<file path="src/rtl/req_arbiter_8_pkg.sv">
// rtl/req_arbiter_8_pkg.sv - shared types, sizes and round-robin pick helper for req_arbiter_8
// Contents: N_REQ/ID_W sizes, arb_state_t FSM states, pick_t result, rr_pick().
package arb_pkg;

    localparam int N_REQ = 8;
    localparam int ID_W  = 3;

    typedef enum logic {
        IDLE,
        GRANT
    } arb_state_t;

    typedef struct packed {
        logic            found;
        logic [ID_W-1:0] idx;
    } pick_t;

    // First set request at or after ptr, wrapping past N_REQ-1 back to 0.
    // The ID_W-bit add wraps naturally, which is exactly the rotation we want.
    function automatic pick_t rr_pick(input logic [N_REQ-1:0] req,
                                      input logic [ID_W-1:0]  ptr);
        pick_t           p;
        logic [ID_W-1:0] idx;
        p.found = 1'b0;
        p.idx   = '0;
        for (int k = 0; k < N_REQ; k++) begin
            idx = ptr + ID_W'(k);
            if (!p.found && req[idx]) begin
                p.found = 1'b1;
                p.idx   = idx;
            end
        end
        return p;
    endfunction

endpackage

</file>
<file path="src/rtl/req_arbiter_8_if.sv">
// rtl/req_arbiter_8_if.sv - requester/arbiter handshake bundle
// Signals: en, req[7:0] (requester side drives); gnt[7:0], gnt_vld, gnt_id[2:0], preempt (arbiter drives).
// Modports: master = requester side, slave = arbiter side.
interface req_arbiter_8_if;
    import arb_pkg::*;

    logic             en;
    logic [N_REQ-1:0] req;
    logic [N_REQ-1:0] gnt;
    logic             gnt_vld;
    logic [ID_W-1:0]  gnt_id;
    logic             preempt;

    modport master (
        output en, req,
        input  gnt, gnt_vld, gnt_id, preempt
    );

    modport slave (
        input  en, req,
        output gnt, gnt_vld, gnt_id, preempt
    );

endinterface

</file>
<file path="src/rtl/req_arbiter_8_decoder_3x8.sv">
// rtl/req_arbiter_8_decoder_3x8.sv - 3-to-8 one-hot decoder with enable
// Ports: i_in[2:0] index, i_en enable, o_out[7:0] one-hot result (all zero when i_en=0).
module decoder_3x8 (
    input  logic [2:0] i_in,
    input  logic       i_en,
    output logic [7:0] o_out
);

    assign o_out = i_en ? (8'h01 << i_in) : 8'h00;

endmodule

</file>
<file path="src/rtl/req_arbiter_8.sv">
// rtl/req_arbiter_8.sv - 8-way round-robin arbiter with one-hot grant and hold-time limit
// Ports: clk, rst_n (async, active low); bus (slave modport): en, req[7:0] in;
//        gnt[7:0], gnt_vld, gnt_id[2:0], preempt out. MAX_HOLD=0 disables the hold limit.
module req_arbiter_8
    import arb_pkg::*;
#(
    parameter int MAX_HOLD = 16
) (
    input  logic           clk,
    input  logic           rst_n,
    req_arbiter_8_if.slave bus
);

    // Kept at least 1 bit wide so MAX_HOLD=0 still elaborates.
    localparam int CNT_W = (MAX_HOLD > 0) ? $clog2(MAX_HOLD + 1) : 1;
    localparam bit HOLD_EN = (MAX_HOLD != 0);
    localparam logic [CNT_W-1:0] HOLD_LAST = CNT_W'(HOLD_EN ? MAX_HOLD - 1 : 0);

    arb_state_t       r_state, w_state_nxt;
    logic [ID_W-1:0]  r_ptr, w_ptr_nxt;
    logic [ID_W-1:0]  r_gnt_id, w_gnt_id_nxt;
    logic             r_gnt_vld, w_gnt_vld_nxt;
    logic             r_preempt, w_preempt_nxt;
    logic [CNT_W-1:0] r_hold_cnt, w_hold_nxt;

    pick_t            w_pick;
    logic [N_REQ-1:0] w_gnt;
    logic             w_others;

    // gnt is decoded purely from registers, so req never reaches gnt combinationally.
    decoder_3x8 u_dec (
        .i_in  (r_gnt_id),
        .i_en  (r_gnt_vld),
        .o_out (w_gnt)
    );

    assign bus.gnt     = w_gnt;
    assign bus.gnt_vld = r_gnt_vld;
    assign bus.gnt_id  = r_gnt_id;
    assign bus.preempt = r_preempt;

    always_comb begin
        w_pick        = rr_pick(bus.req, r_ptr);
        // In GRANT, w_gnt is exactly onehot(gnt_id), so this masks out the owner.
        w_others      = |(bus.req & ~w_gnt);

        w_state_nxt   = r_state;
        w_ptr_nxt     = r_ptr;
        w_gnt_id_nxt  = r_gnt_id;
        w_gnt_vld_nxt = r_gnt_vld;
        w_hold_nxt    = r_hold_cnt;
        w_preempt_nxt = 1'b0;

        case (r_state)
            IDLE: begin
                w_gnt_vld_nxt = 1'b0;
                if (bus.en && w_pick.found) begin
                    w_gnt_id_nxt  = w_pick.idx;
                    w_gnt_vld_nxt = 1'b1;
                    w_hold_nxt    = '0;
                    w_ptr_nxt     = w_pick.idx + 3'd1;
                    w_state_nxt   = GRANT;
                end
            end
            GRANT: begin
                if (!bus.en || !bus.req[r_gnt_id]) begin
                    // Release is checked before the limit so it never raises preempt.
                    w_gnt_vld_nxt = 1'b0;
                    w_state_nxt   = IDLE;
                end else if (HOLD_EN && (r_hold_cnt == HOLD_LAST) && w_others) begin
                    w_gnt_vld_nxt = 1'b0;
                    w_preempt_nxt = 1'b1;
                    w_state_nxt   = IDLE;
                end else if (r_hold_cnt != HOLD_LAST) begin
                    w_hold_nxt = r_hold_cnt + 1'b1;
                end
            end
            default: begin
                w_gnt_vld_nxt = 1'b0;
                w_state_nxt   = IDLE;
            end
        endcase
    end

    always_ff @(posedge clk or negedge rst_n) begin
        if (!rst_n) begin
            r_state    <= IDLE;
            r_ptr      <= '0;
            r_gnt_id   <= '0;
            r_gnt_vld  <= 1'b0;
            r_hold_cnt <= '0;
            r_preempt  <= 1'b0;
        end else begin
            r_state    <= w_state_nxt;
            r_ptr      <= w_ptr_nxt;
            r_gnt_id   <= w_gnt_id_nxt;
            r_gnt_vld  <= w_gnt_vld_nxt;
            r_hold_cnt <= w_hold_nxt;
            r_preempt  <= w_preempt_nxt;
        end
    end

endmodule
</file>
<file path="src/flat_wrapper.sv">
// flat-port wrapper written by rule: the top's interface ports become plain ports
module req_arbiter_8_flat import arb_pkg::*;
#(
    parameter int MAX_HOLD = 16
)
  (clk, rst_n, bus_en, bus_req, bus_gnt, bus_gnt_vld, bus_gnt_id, bus_preempt);
  req_arbiter_8_if bus_i ();
  input  logic clk;
  input  logic rst_n;
  input wire logic [$bits(bus_i.en)-1:0] bus_en;
  input wire logic [$bits(bus_i.req)-1:0] bus_req;
  output wire logic [$bits(bus_i.gnt)-1:0] bus_gnt;
  output wire logic [$bits(bus_i.gnt_vld)-1:0] bus_gnt_vld;
  output wire logic [$bits(bus_i.gnt_id)-1:0] bus_gnt_id;
  output wire logic [$bits(bus_i.preempt)-1:0] bus_preempt;
  assign bus_i.en = bus_en;
  assign bus_i.req = bus_req;
  assign bus_gnt = bus_i.gnt;
  assign bus_gnt_vld = bus_i.gnt_vld;
  assign bus_gnt_id = bus_i.gnt_id;
  assign bus_preempt = bus_i.preempt;
  req_arbiter_8 #(.MAX_HOLD(MAX_HOLD)) u_core (.clk(clk), .rst_n(rst_n), .bus(bus_i));
endmodule
</file>
<file path="config.mk">
export PLATFORM = sky130hd
export DESIGN_NAME = req_arbiter_8_flat
export DESIGN_NICKNAME = d
export VERILOG_FILES = /design/src/rtl/req_arbiter_8_pkg.sv /design/src/rtl/req_arbiter_8_if.sv /design/src/rtl/req_arbiter_8_decoder_3x8.sv /design/src/rtl/req_arbiter_8.sv /design/src/flat_wrapper.sv
export SDC_FILE = /design/constraint.sdc
export NUM_CORES = 1
export LEC_CHECK = 0
export BUFFER_PORTS_ARGS = -buffer_cell sky130_fd_sc_hd__buf_2
export CORE_MARGIN = 2
export CORE_UTILIZATION = 45
export DETAILED_ROUTE_END_ITERATION = 8
export GPL_TIMING_DRIVEN = 1
export HOLD_SLACK_MARGIN = 0.08
export PLACE_DENSITY_LB_ADDON = 0.2
export SYNTH_ARGS = -nofsm -noshare
export SYNTH_HDL_FRONTEND = slang
export SYNTH_SLANG_ARGS = --single-unit
</file>
<file path="constraint.sdc">
create_clock -name clk -period 5.9 [get_ports clk]
set_input_delay 1.18 -clock clk [delete_from_list [all_inputs] [get_ports clk]]
set_output_delay 1.18 -clock clk [all_outputs]
set_load 0.01 [all_outputs]
</file>
# Yosys cells after proc, flatten, opt, wreduce, memory -nomap -nowiden
# Cells that the tools add are included.
[totals] in_bits=11 ff_bits=14 word_cells=99
[op_classes] order_cmp=9 shift=1 bitwise=3 n_eq_ne=7 addsub=9 muxes=42 reduce_logical=22
[op_table] cell="< comparator 3 x 4 -> 1 bit, second input constant" n=9
[op_table] cell="2-to-1 mux 4 bit" n=8
[op_table] cell="binary-select mux 1 bit (select 3 bit)" n=9
[op_table] cell="2-to-1 mux 5 bit" n=4
[op_table] cell="2-to-1 mux 1 bit" n=17
[op_table] cell="adder 3 bit, second input constant" n=4
[op_table] cell="case mux 5 bit (2 select lines)" n=1
[op_table] cell="logical AND 1 bit" n=9
[op_table] cell="zero test 1 bit" n=9
[op_table] cell="AND 8 bit" n=1
[op_table] cell="2-to-1 mux 8 bit" n=1
[op_table] cell="NOT 8 bit" n=1
[op_table] cell="OR reduction 8 bit" n=1
[op_table] cell="<< shifter 1 x 3 -> 8 bit, first input constant" n=1
[op_table] cell="adder 3 x 1 -> 3 bit, second input constant" n=2
[op_table] cell="adder 3 x 2 -> 3 bit, second input constant" n=2
[op_table] cell="inequality test 2 bit, second input constant" n=3
[op_table] cell="adder 5 x 1 -> 5 bit, second input constant" n=1
[op_table] cell="== test 5 x 4 -> 1 bit, second input constant" n=1
[op_table] cell="inequality test 5 x 4 -> 1 bit, second input constant" n=1
[op_table] cell="case mux 1 bit (2 select lines)" n=2
[op_table] cell="AND reduction 4 bit" n=1
[op_table] cell="inequality test 3 bit, second input constant" n=1
[op_table] cell="inequality test 2 x 1 -> 1 bit, second input constant" n=1
[op_table] cell="3 further kinds" n=3

# Logic depth before layout (Yosys ltp)
[logic_depth] depth_word=27 depth_mapped=14

# Modules after synthesis
# Synthesis repeated with hierarchy kept, for this count alone.
[hier_totals] hier_cells=184 area_unflattened_um2=1740.4
[modules_own_cells] module="req_arbiter_8" instances=1 seq_area_each_um2=350.3 cells_each=176 area_each_um2=1645.3
[modules_own_cells] module="decoder_3x8" instances=1 seq_area_each_um2=0.0 cells_each=8 area_each_um2=95.1

# Least setup slack after synthesis
# Ideal clock, no wire load.
[synth_path] kind="register to register" start="register u_core.r_ptr[0]" end="register u_core.r_ptr[2]" required_ns=5.768 path_buffers=4 arrival_ns=3.280 setup_time_ns=0.132 setup_slack_ns=2.487 path_stages_with_launch=15 cell_sequence="dfrtp_1 buf_6 buf_6 clkbuf_1 inv_1 ha_1 buf_6 mux4_2 a21oi_2 a32oi_2 o41ai_4 nand2_2 a32oi_4 and3b_1 o31ai_2"
[synth_between] elab_chain_cells=26 elab_cells_between_ends=48
[synth_lines] element="start, declared" line="req_arbiter_8.sv:20" text="logic [ID_W-1:0] r_ptr, w_ptr_nxt;"
[synth_lines] element="start signal, assigned" line="req_arbiter_8.sv:95" text="r_ptr <= w_ptr_nxt;"
[synth_lines] element="parallel branches: the longest is 23 deep, another holds adder 3 x 1 -> 3 bit"
[synth_lines] element="2-to-1 mux 4 bit *" line="req_arbiter_8_pkg.sv:28" text="if (!p.found && req[idx]) begin"
[synth_lines] element="parallel branches: the longest is 2 deep, another holds adder 3 x 1 -> 3 bit"
# Every way passes the cells marked *. The select of a mux whose other input is x is not followed.
# A chain may end at the register's enable or synchronous reset.

# Worst setup path in the final report
[layout_path] start="register u_core.r_ptr[0]" end="register u_core.r_gnt_id[1] (netlist: u_core.bus.gnt_id[1])"
[layout_between] elab_chain_cells=26 elab_cells_between_ends=47
[layout_lines] element="parallel branches: the longest is 23 deep, another holds adder 3 x 1 -> 3 bit"
[layout_lines] element="2-to-1 mux 4 bit *" line="req_arbiter_8_pkg.sv:28"
[layout_lines] element="logical AND 1 bit" line="req_arbiter_8.sv:57" text="if (bus.en && w_pick.found) begin"
[layout_lines] element="AND reduction 2 bit (no line)"
[layout_lines] element="end signal, assigned" line="req_arbiter_8.sv:96" text="r_gnt_id <= w_gnt_id_nxt;"
[layout_lines] element="end, declared" line="req_arbiter_8.sv:21" text="logic [ID_W-1:0] r_gnt_id, w_gnt_id_nxt;"
# Marks and branches as above.

==> flow_summary.toml <==
[power]
p_per_area_nw_per_um2 = 632
combPwrFrac_pct = 73.9
power_leakage_uw = 0.000828
seq_power_share_pct = 18.2
p_sw_uw = 612
p_int_uw = 578
swShare_pct = 51.4
p_clk_share_pct = 8.0
vdd_ir_drop_max_uv = 253

[die]
die_height_um = 65.8
die_area_sq_um = 4330
die_w_um = 65.8
pin_count = 24
core_sq_um = 3660
start_util_pct = 46.9
row_count = 22

[timing]
fin_crit_ns = 4.15
timing.final.crit_share_pct = 70.4
setup_violations = 0
fin_skew_ns = 0.00344
clock.fmax_ghz = 0.241
finalHoldViolCount = 0
tightest_slew_ns = 0.916
slew_violations = 0
relSlewSlack_pct = 38.9
whs_ns = 0.532
finalSetupTns_ns = 0
rsz0062_at_grt = "no"
worst_slack_ns = 1.75

[clock_network]
post_cts_buffers = 0
insertion_delay_ns = 0.25
htreeDepth = 1
cts_root_buf = "clkbuf_8"
hold_buffers = 0
clk_pin_slew_ns = 0.06
numCtsBuffers = 3
cts_max_path_buffers = 2
clock-sinks = 14
cts_tree = "built"
ctsResizeCount = 0

[global_routing]
grt_pass1_vias = 1495
grt_use_total_pct = 21.1
grt_pass1_wl_mm = 7.00
grt_max_degree = 25
grt_antenna_before_repair = 0
grt-ovfl-total = 0

[logic_synthesis]
yosysSeqAreaShare_pct = 20.4
ys_ff_latch = 14
syn-cell-area_sq_um = 1720
synthFlopType = "dfrtp_1"
synth_warnings = 0
synth_cell_type_count = 54
syn_nets = 203
synthCells = 188
ys_async_sr_fraction_pct = 100
synth_area_per_cell_sq_um = 9.13
synth-edff-count = 0

[detailed_routing]
wirelength_mm = 4.12
routed-wl-met2_mm = 2.02
top_layer_used = "met4"
route.detailed.drc = 0
drt-met1-wl_mm = 1.88
wl_per_cell_um = 16.3
antenna_left = 0
wl_met3_um = 181
vias_per_cell = 6.12
drt_iter0_drc = 68
first_pass_iters = 4
vias = 1548

[setup_path]
cp-end-kind = "register"
cp_max_fo = 24
crit_type = "reg -> reg"
crit_required_ns = 6.03
crit_arrival_ns = 4.28
cp-start-kind = "register"

[placed_design]
dp_hpwl_mm = 3.17
dpl_cell_area_sq_um = 1830
portBuffers = 23
gp_congestion = 0.908
place_ws_ns = 1.77

[run]
drv_cap = 0

[finish]
layout-drive-gt1-share_pct = 23.9
n_antenna_cell = 0
area_growth_pct = 9.69
fill_cells = 338
final_util_pct = 51.4
fin_area_sq_um = 1880
finalNetCount = 221

[worst_hold_path]
hold_path.class = "reg -> reg"

[outcome]
status = "completed"
-- layout by cell type (no fill, tap or decap), types with 2 or more instances in the layout --
cell      instances
dfrtp_1          14
nand4_1           3
buf_2            23
mux2i_1          14
a21o_1            3
mux4_1            2
mux2_1            4
o21ai_2           2
o21a_1            2
nand2b_1          5
nand2_1          24
ha_1              4
xor2_1            2
o211ai_1          3
and2_1            3
clkbuf_8          4
nand3b_1          2
nor2_1           12
o21ai_0          10
a21oi_2           2
mux4_2            7
a221oi_1          2
o21ai_1           5
o221ai_1          4
xnor2_1           4
inv_1             9
nand3_1           5
and3_1            3
a21oi_1           3
nor3_1            2
-- final timing paths --
| path | start | slack [ns] | end | cells past startpoint |
|---|---|---|---|---|
| min in group asynchronous | rst_n | 0.81 | u_core.r_ptr[1] | 1 |
| max in group asynchronous | rst_n | 4.85 | u_core.bus.gnt_id[0] | 1 |
| max | u_core.r_ptr[0] | 1.75 | u_core.bus.gnt_id[1] | 8 |
| min reg2reg | u_core.r_hold_cnt[4] | 0.53 | u_core.r_hold_cnt[4] | 2 |
| min | u_core.r_hold_cnt[4] | 0.53 | u_core.r_hold_cnt[4] | 2 |
| max reg2reg | u_core.r_ptr[0] | 1.75 | u_core.bus.gnt_id[1] | 8 |
-- state kept, by name, indices dropped and copies added (netlist names) --
register,flops
u_core.r_hold_cnt,5
u_core.bus.gnt_id,3
u_core.r_ptr,3
u_core.bus.gnt_vld,1
u_core.bus.preempt,1
u_core.r_state,1
-- synth_stat cells (all sizes together) (4+ instances only) --
library cell	n	area share [%]
nand2	25	5.6
o21ai	17	5.4
mux2i	15	9.5
dfrtp	14	20
nor2	12	2.6
inv	10	2.2
mux4	9	12
buf	6	2.8
a21oi	5	1.9
mux2	5	3.5
nand2b	5	1.8
nand3	5	1.5
clkbuf	4	0.87
ha	4	2.9
o221ai	4	2.0
xnor2	4	2.0
-- power by group through the flow --
stage / logic, uW / registers, uW / clock network [uW]
global placement: 847 / 213 / 0
CTS: 874 / 216 / 96.7
detailed placement: 869 / 216 / 0
global route: 964 / 225 / 102
finish: 879 / 216 / 94.8
floorplan: 790 / 151 / 0
-- kinds of logic (layout without fill, tap and decap cells) --
| family | count (synthesis) | count (layout) | synth area share (%) |
|---|---|---|---|
| buffers and inverters | 20 | 37 | 5.90 |
| flip-flops | 14 | 14 | 20.4 |
| adder cells (fa/ha/maj) | 4 | 4 | 2.92 |
| AO/OA/AOI/OAI | 50 | 50 | 24.1 |
| AND/OR/NAND/NOR | 65 | 65 | 18.4 |
| XOR/XNOR | 6 | 6 | 3.06 |
| multiplexers | 29 | 29 | 25.2 |
-- per-layer routing --
metal	vias up	GRT usage [%]
met5	-	0
met4	0	4.17
met3	9	3.94
met2	45	36.9
met1	750	27.0
li1	744	-
-- per-stage QoR --
step | total power, uW | cells
3_3_place_gp | 1060 | 249
5_1_grt | 1290 | 253
6_report | 1190 | 253
3_5_place_dp | 1090 | 249
2_1_floorplan | 941 | 188
4_1_cts | 1190 | 253
-- layout make-up --
type	instances	area, sq um	share of cell area [%]
well taps	48	60.1	3.19
repair buffers	23	115	6.11
clock buffers	4	55.1	2.92
inverters	10	37.5	1.99
flip-flops and latches	14	350	18.6
multi-input cells	154	1260	67.2
-- worst max-delay path, stage by stage (launching register included) --
cell and delay [ns]:
dfrtp_1 0.94, inv_1 0.13, ha_1 0.61, mux4_1 0.73
a21oi_2 0.30, a32o_1 0.21, nand4_1 0.15, o21ai_2 0.58
mux2_1 0.38
No activity file was read; power rests on OpenSTA's default activity.
